--- config.mk ---
export PLATFORM = sky130hd
export DESIGN_NAME = rvfi_order_stamper
export DESIGN_NICKNAME = d
export VERILOG_FILES = /design/src/rtl/rvfi_order_stamper.sv
export SDC_FILE = /design/constraint.sdc
export NUM_CORES = 1
export LEC_CHECK = 0
export ABC_AREA = 1
export CAP_MARGIN = 5
export CORE_AREA = 2 2 230 232
export CTS_BUF_LIST = sky130_fd_sc_hd__clkbuf_2
export CTS_CLUSTER_SIZE = 24
export DETAILED_ROUTE_END_ITERATION = 8
export DIE_AREA = 0 0 232 234
export PLACE_DENSITY = 0.65
export SETUP_SLACK_MARGIN = 0.02
export SLEW_MARGIN = 30
export SYNTH_ARGS = -nofsm -noshare
export SYNTH_HDL_FRONTEND = slang
export SYNTH_SLANG_ARGS = --single-unit
--- constraint.sdc ---
create_clock -name clock -period 2.92 [get_ports clock]
set_input_delay 0.438 -clock clock [delete_from_list [all_inputs] [get_ports clock]]
set_output_delay 0.438 -clock clock [all_outputs]
set_load 0.03 [all_outputs]
--- src/rtl/rvfi_order_stamper.sv ---
// rvfi_order_stamper: RVFI retire stage for a multi-slot commit.
// Compacts valid retirement slots onto the low RVFI channels in slot order,
// stamps each with a gap-free 64-bit rvfi_order, and stops accepting
// retirements once a halting instruction has been emitted.
module rvfi_order_stamper #(
  parameter int unsigned NRET        = 2,
  parameter int unsigned XLEN        = 32,
  parameter logic [63:0] ORDER_START = 64'd0
) (
  input  logic                 clock,
  input  logic                 reset,
  input  logic [NRET-1:0]      ret_valid,
  input  logic [NRET-1:0]      ret_halt,
  input  logic [32*NRET-1:0]   ret_insn,
  input  logic [XLEN*NRET-1:0] ret_pc_rdata,
  input  logic [XLEN*NRET-1:0] ret_pc_wdata,
  output logic [NRET-1:0]      rvfi_valid,
  output logic [64*NRET-1:0]   rvfi_order,
  output logic [32*NRET-1:0]   rvfi_insn,
  output logic [NRET-1:0]      rvfi_halt,
  output logic [XLEN*NRET-1:0] rvfi_pc_rdata,
  output logic [XLEN*NRET-1:0] rvfi_pc_wdata,
  output logic [63:0]          next_order,
  output logic                 halted,
  output logic                 drop_err
);

  // Wide enough to hold a count of 0..NRET accepted slots.
  localparam int unsigned CW = $clog2(NRET + 1);

  logic [NRET-1:0]      valid_q, valid_d;
  logic [64*NRET-1:0]   order_q, order_d;
  logic [32*NRET-1:0]   insn_q, insn_d;
  logic [NRET-1:0]      halt_q, halt_d;
  logic [XLEN*NRET-1:0] pc_rdata_q, pc_rdata_d;
  logic [XLEN*NRET-1:0] pc_wdata_q, pc_wdata_d;
  logic [63:0]          next_order_q, next_order_d;
  logic                 halted_q, halted_d;
  logic                 drop_err_q, drop_err_d;

  logic [NRET-1:0]      accept;
  logic                 drop;
  logic                 stop_seen;
  logic [CW-1:0]        cnt;

  // Accept valid slots up to and including the lowest valid halting slot;
  // anything valid beyond it (or anything at all once halted) is dropped.
  always_comb begin
    accept    = '0;
    drop      = 1'b0;
    stop_seen = halted_q;
    for (int i = 0; i < NRET; i++) begin
      if (ret_valid[i]) begin
        if (stop_seen) begin
          drop = 1'b1;
        end else begin
          accept[i] = 1'b1;
          if (ret_halt[i]) stop_seen = 1'b1;
        end
      end
    end
  end

  // Compaction: the k-th accepted slot drives channel k with order next+k.
  always_comb begin
    valid_d    = '0;
    order_d    = '0;
    insn_d     = '0;
    halt_d     = '0;
    pc_rdata_d = '0;
    pc_wdata_d = '0;
    cnt        = '0;
    for (int i = 0; i < NRET; i++) begin
      if (accept[i]) begin
        for (int c = 0; c < NRET; c++) begin
          if (cnt == CW'(c)) begin
            valid_d[c]                 = 1'b1;
            order_d[64*c +: 64]        = next_order_q + 64'(unsigned'(c));
            insn_d[32*c +: 32]         = ret_insn[32*i +: 32];
            halt_d[c]                  = ret_halt[i];
            pc_rdata_d[XLEN*c +: XLEN] = ret_pc_rdata[XLEN*i +: XLEN];
            pc_wdata_d[XLEN*c +: XLEN] = ret_pc_wdata[XLEN*i +: XLEN];
          end
        end
        cnt = cnt + CW'(1);
      end
    end
    next_order_d = next_order_q + 64'(cnt);
    halted_d     = halted_q | (|(accept & ret_halt));
    drop_err_d   = drop_err_q | drop;
  end

  // Output register; reset wins over any retirement activity.
  always_ff @(posedge clock) begin
    if (reset) begin
      valid_q      <= '0;
      order_q      <= '0;
      insn_q       <= '0;
      halt_q       <= '0;
      pc_rdata_q   <= '0;
      pc_wdata_q   <= '0;
      next_order_q <= ORDER_START;
      halted_q     <= 1'b0;
      drop_err_q   <= 1'b0;
    end else begin
      valid_q      <= valid_d;
      order_q      <= order_d;
      insn_q       <= insn_d;
      halt_q       <= halt_d;
      pc_rdata_q   <= pc_rdata_d;
      pc_wdata_q   <= pc_wdata_d;
      next_order_q <= next_order_d;
      halted_q     <= halted_d;
      drop_err_q   <= drop_err_d;
    end
  end

  assign rvfi_valid    = valid_q;
  assign rvfi_order    = order_q;
  assign rvfi_insn     = insn_q;
  assign rvfi_halt     = halt_q;
  assign rvfi_pc_rdata = pc_rdata_q;
  assign rvfi_pc_wdata = pc_wdata_q;
  assign next_order    = next_order_q;
  assign halted        = halted_q;
  assign drop_err      = drop_err_q;

endmodule

==> impl_metrics.env <==
export IMPL_outcome="finished, final reports clean"
export IMPL_max_freq_mhz=364
export IMPL_synth_distinct_cells=29
export IMPL_syn_nets=2015
export IMPL_grt_pass1_vias=16756
export IMPL_skew_ps=97.8
export IMPL_ios=588
export IMPL_via_count=16310
export IMPL_die_area_um2=54300
export IMPL_synth_compound_area_share_pct=13.5
export IMPL_cts_buffers=104
export IMPL_endpoint_kind="output pin"
export IMPL_cp_start_kind="register"
export IMPL_most_common_layout_cells="clkdlybuf4s50_1 (531), dfxtp_1 (384), nor2_1 (306)"
export IMPL_coreArea_um2=52000
export IMPL_syn_area_per_cell_um2=7.93
export IMPL_final_util_pct=46.5
export IMPL_period_needed_ps=2750
export IMPL_startpoint="next_order[19]"
export IMPL_antenna_left=0
export IMPL_drt_wl_total_um=73300
export IMPL_timing_hold_ws_ps=167
export IMPL_die_w_um=232
export IMPL_ys_ff_latch=390
export IMPL_tns_ps=0
export IMPL_relSlewSlack_pct=48.9
export IMPL_crit_arrival_ps=2310
export IMPL_placed_cells=3061
export IMPL_netlist_area_um2=14400
export IMPL_syn_inst=1812
export IMPL_cts_buffer_depth=3
export IMPL_p_leak_nw=9.37
export IMPL_place_congestion=0.949
export IMPL_ys_warn_count=0
export IMPL_initialDrtViolationCount=974
export IMPL_antenna_found_initial=5
export IMPL_grt_max_degree=129
export IMPL_htree_levels=3
export IMPL_report_final_slew_viol_count=0
export IMPL_layout_cells_non_filler=3455
export IMPL_grt_pass1_wl_um=106000
export IMPL_cts_sinks=390
export IMPL_ir_drop_mv=0.217
export IMPL_cts_tree="done"
export IMPL_hold_viol_final=0
export IMPL_final_area_um2=24200
export IMPL_worstHoldStart="ret_pc_wdata[62]"
export IMPL_power_per_cell_area_nw_per_um2=467
export IMPL_path_class="reg2out"
export IMPL_setup_slack_ps=170
export IMPL_drive_gt1_share_pct=10.3
export IMPL_fin_crit_sh_pct=94.2
export IMPL_whs_path_depth=3
export IMPL_firstDrtPassIters=5
export IMPL_tightest_slew_ps=766
export IMPL_max_cap_viol_count=0
export IMPL_critPathMaxFanout=5
export IMPL_yosys_area_share_simple_pct=23.0
export IMPL_grt_total_usage_pct=26.1
export IMPL_root_buffer="clkbuf_2"
export IMPL_rows=84
export IMPL_synth_xor_area_share_pct=0.914
export IMPL_port_buffers=587
export IMPL_r2r_start="halted"
export IMPL_cts_setup_buffers=0
export IMPL_synth_top_family_by_area="simple AND/OR/NAND/NOR gates"
export IMPL_critPathRequiredTime_ps=2480
export IMPL_synth_fa_ha_area_share_pct=0.487
export IMPL_drt_vias_per_instance=4.72
export IMPL_path_cells="clkdlybuf4s50_1"
export IMPL_drc=0
export IMPL_setup_viol=0
export IMPL_hpwl_um=52700
export IMPL_die_y_um=234
export IMPL_overflow=0
export IMPL_rr_worst_depth=8
export IMPL_place_area_um2=21300
export IMPL_start_util_pct=27.6
export IMPL_dp_worst_setup_slack_ps=-278
export IMPL_syn_to_final_growth_pct=68.4
export IMPL_muxShareOfSynthArea_pct=0
export IMPL_crit_slowest_cell="clkdlybuf4s50_1"
export IMPL_final_common_cell="clkdlybuf4s50_1"
export IMPL_yosysSeqAreaShare_pct=54.3
export IMPL_power_mw=11.3
export IMPL_nets=2880
export IMPL_cp_depth=1
export IMPL_max_stage_delay_ps=730
export IMPL_crit_buf_inv=1
export IMPL_nFillCells=5015
export IMPL_clk_latency_ps=1140
export IMPL_rsz0062_at_grt="false"
export IMPL_hold_path_class="in2reg"
export IMPL_clk_pin_slew_ps=100
export IMPL_wl_per_cell_um=21.2
export IMPL_crit_family="buffers and inverters"
## cells by family after synthesis
group / after synthesis
AO/OA/AOI/OAI: 338
XOR/XNOR: 15
adder cells (fa/ha/maj): 5
buffers and inverters: 291
flip-flops: 390
AND/OR/NAND/NOR: 773
## final cells by class
class | instances | area (um^2) | share of cell area (%)
Inverter | 211 | 800 | 3.30
Antenna cell | 5 | 12.5 | 0.0517
Clock inverter | 42 | 249 | 1.03
Sequential cell | 390 | 7820 | 32.3
Tap cell | 688 | 861 | 3.56
Timing Repair Buffer | 839 | 8250 | 34.1
Multi-Input combinational cell | 1131 | 5480 | 22.6
Clock buffer | 149 | 746 | 3.08
## flip-flops by register name, indices dropped and copies added (netlist names)
signal and cells:
rvfi_halt 2, rvfi_insn 64, drop_err 1, rvfi_pc_rdata 64
next_order 64, halted 1, rvfi_valid 2, rvfi_pc_wdata 64
rvfi_order 128
## worst paths after layout
| path | end | slack, ps |
|---|---|---|
| setup reg to reg | rvfi_pc_wdata[30] | 280 |
| hold reg to reg | rvfi_order[34] | 530 |
| setup / recovery | next_order[19] | 170 |
| hold / removal | rvfi_pc_wdata[62] | 170 |
## cell usage after synthesis
cell type	n	area [um^2]
inv_2	4	15.0
nor3_4	1	16.3
nand2_1	273	1020
nor3b_1	1	7.51
nand4_1	18	113
xor2_1	15	131
and3_1	1	6.26
a21oi_2	1	8.76
nand2_2	17	106
o21ai_0	146	731
inv_1	207	777
nor2_2	23	144
a21oi_1	89	445
nor2_4	11	124
o21ai_1	4	20.0
nand3_1	55	275
o21a_1	2	15.0
ha_1	4	50.1
fa_1	1	20.0
nor2_1	307	1150
dfxtp_1	390	7810
nor3_1	62	310
nand3_2	1	10.0
buf_1	14	52.6
and2_1	2	12.5
nor3_2	1	10.0
a211oi_1	96	721
clkbuf_1	48	180
buf_2	18	90.1
## routing by layer
layer	up-vias	GRT usage [%]	part of all wire, %
met5	-	0	0.072
met4	6	15.6	5.9
met3	215	6.82	7.6
met2	799	44.0	47
met1	7656	29.9	39
li1	7634	-	-
## report_power, final
part	switching, mW	total (mW)	leakage [nW]	internal, mW
combinational	0.928	1.70	5.46	0.775
sequential	0.0563	5.52	3.17	5.46
clock	2.44	4.09	0.743	1.65
## tightest hold or removal path: stages
cell	delay [ps]
clkdlybuf4s50_1	400
inv_1	220
nor2_1	90
## repair_timing
item | in CTS | in global routing
gates resized for setup | 60 | 1
hold endpoints to repair | 242 | 0
hold buffers | 198 | 0
pin swaps | 0 | 0
setup endpoints to repair | 55 | 4
Note: power is estimated with default switching activity, not from simulation.
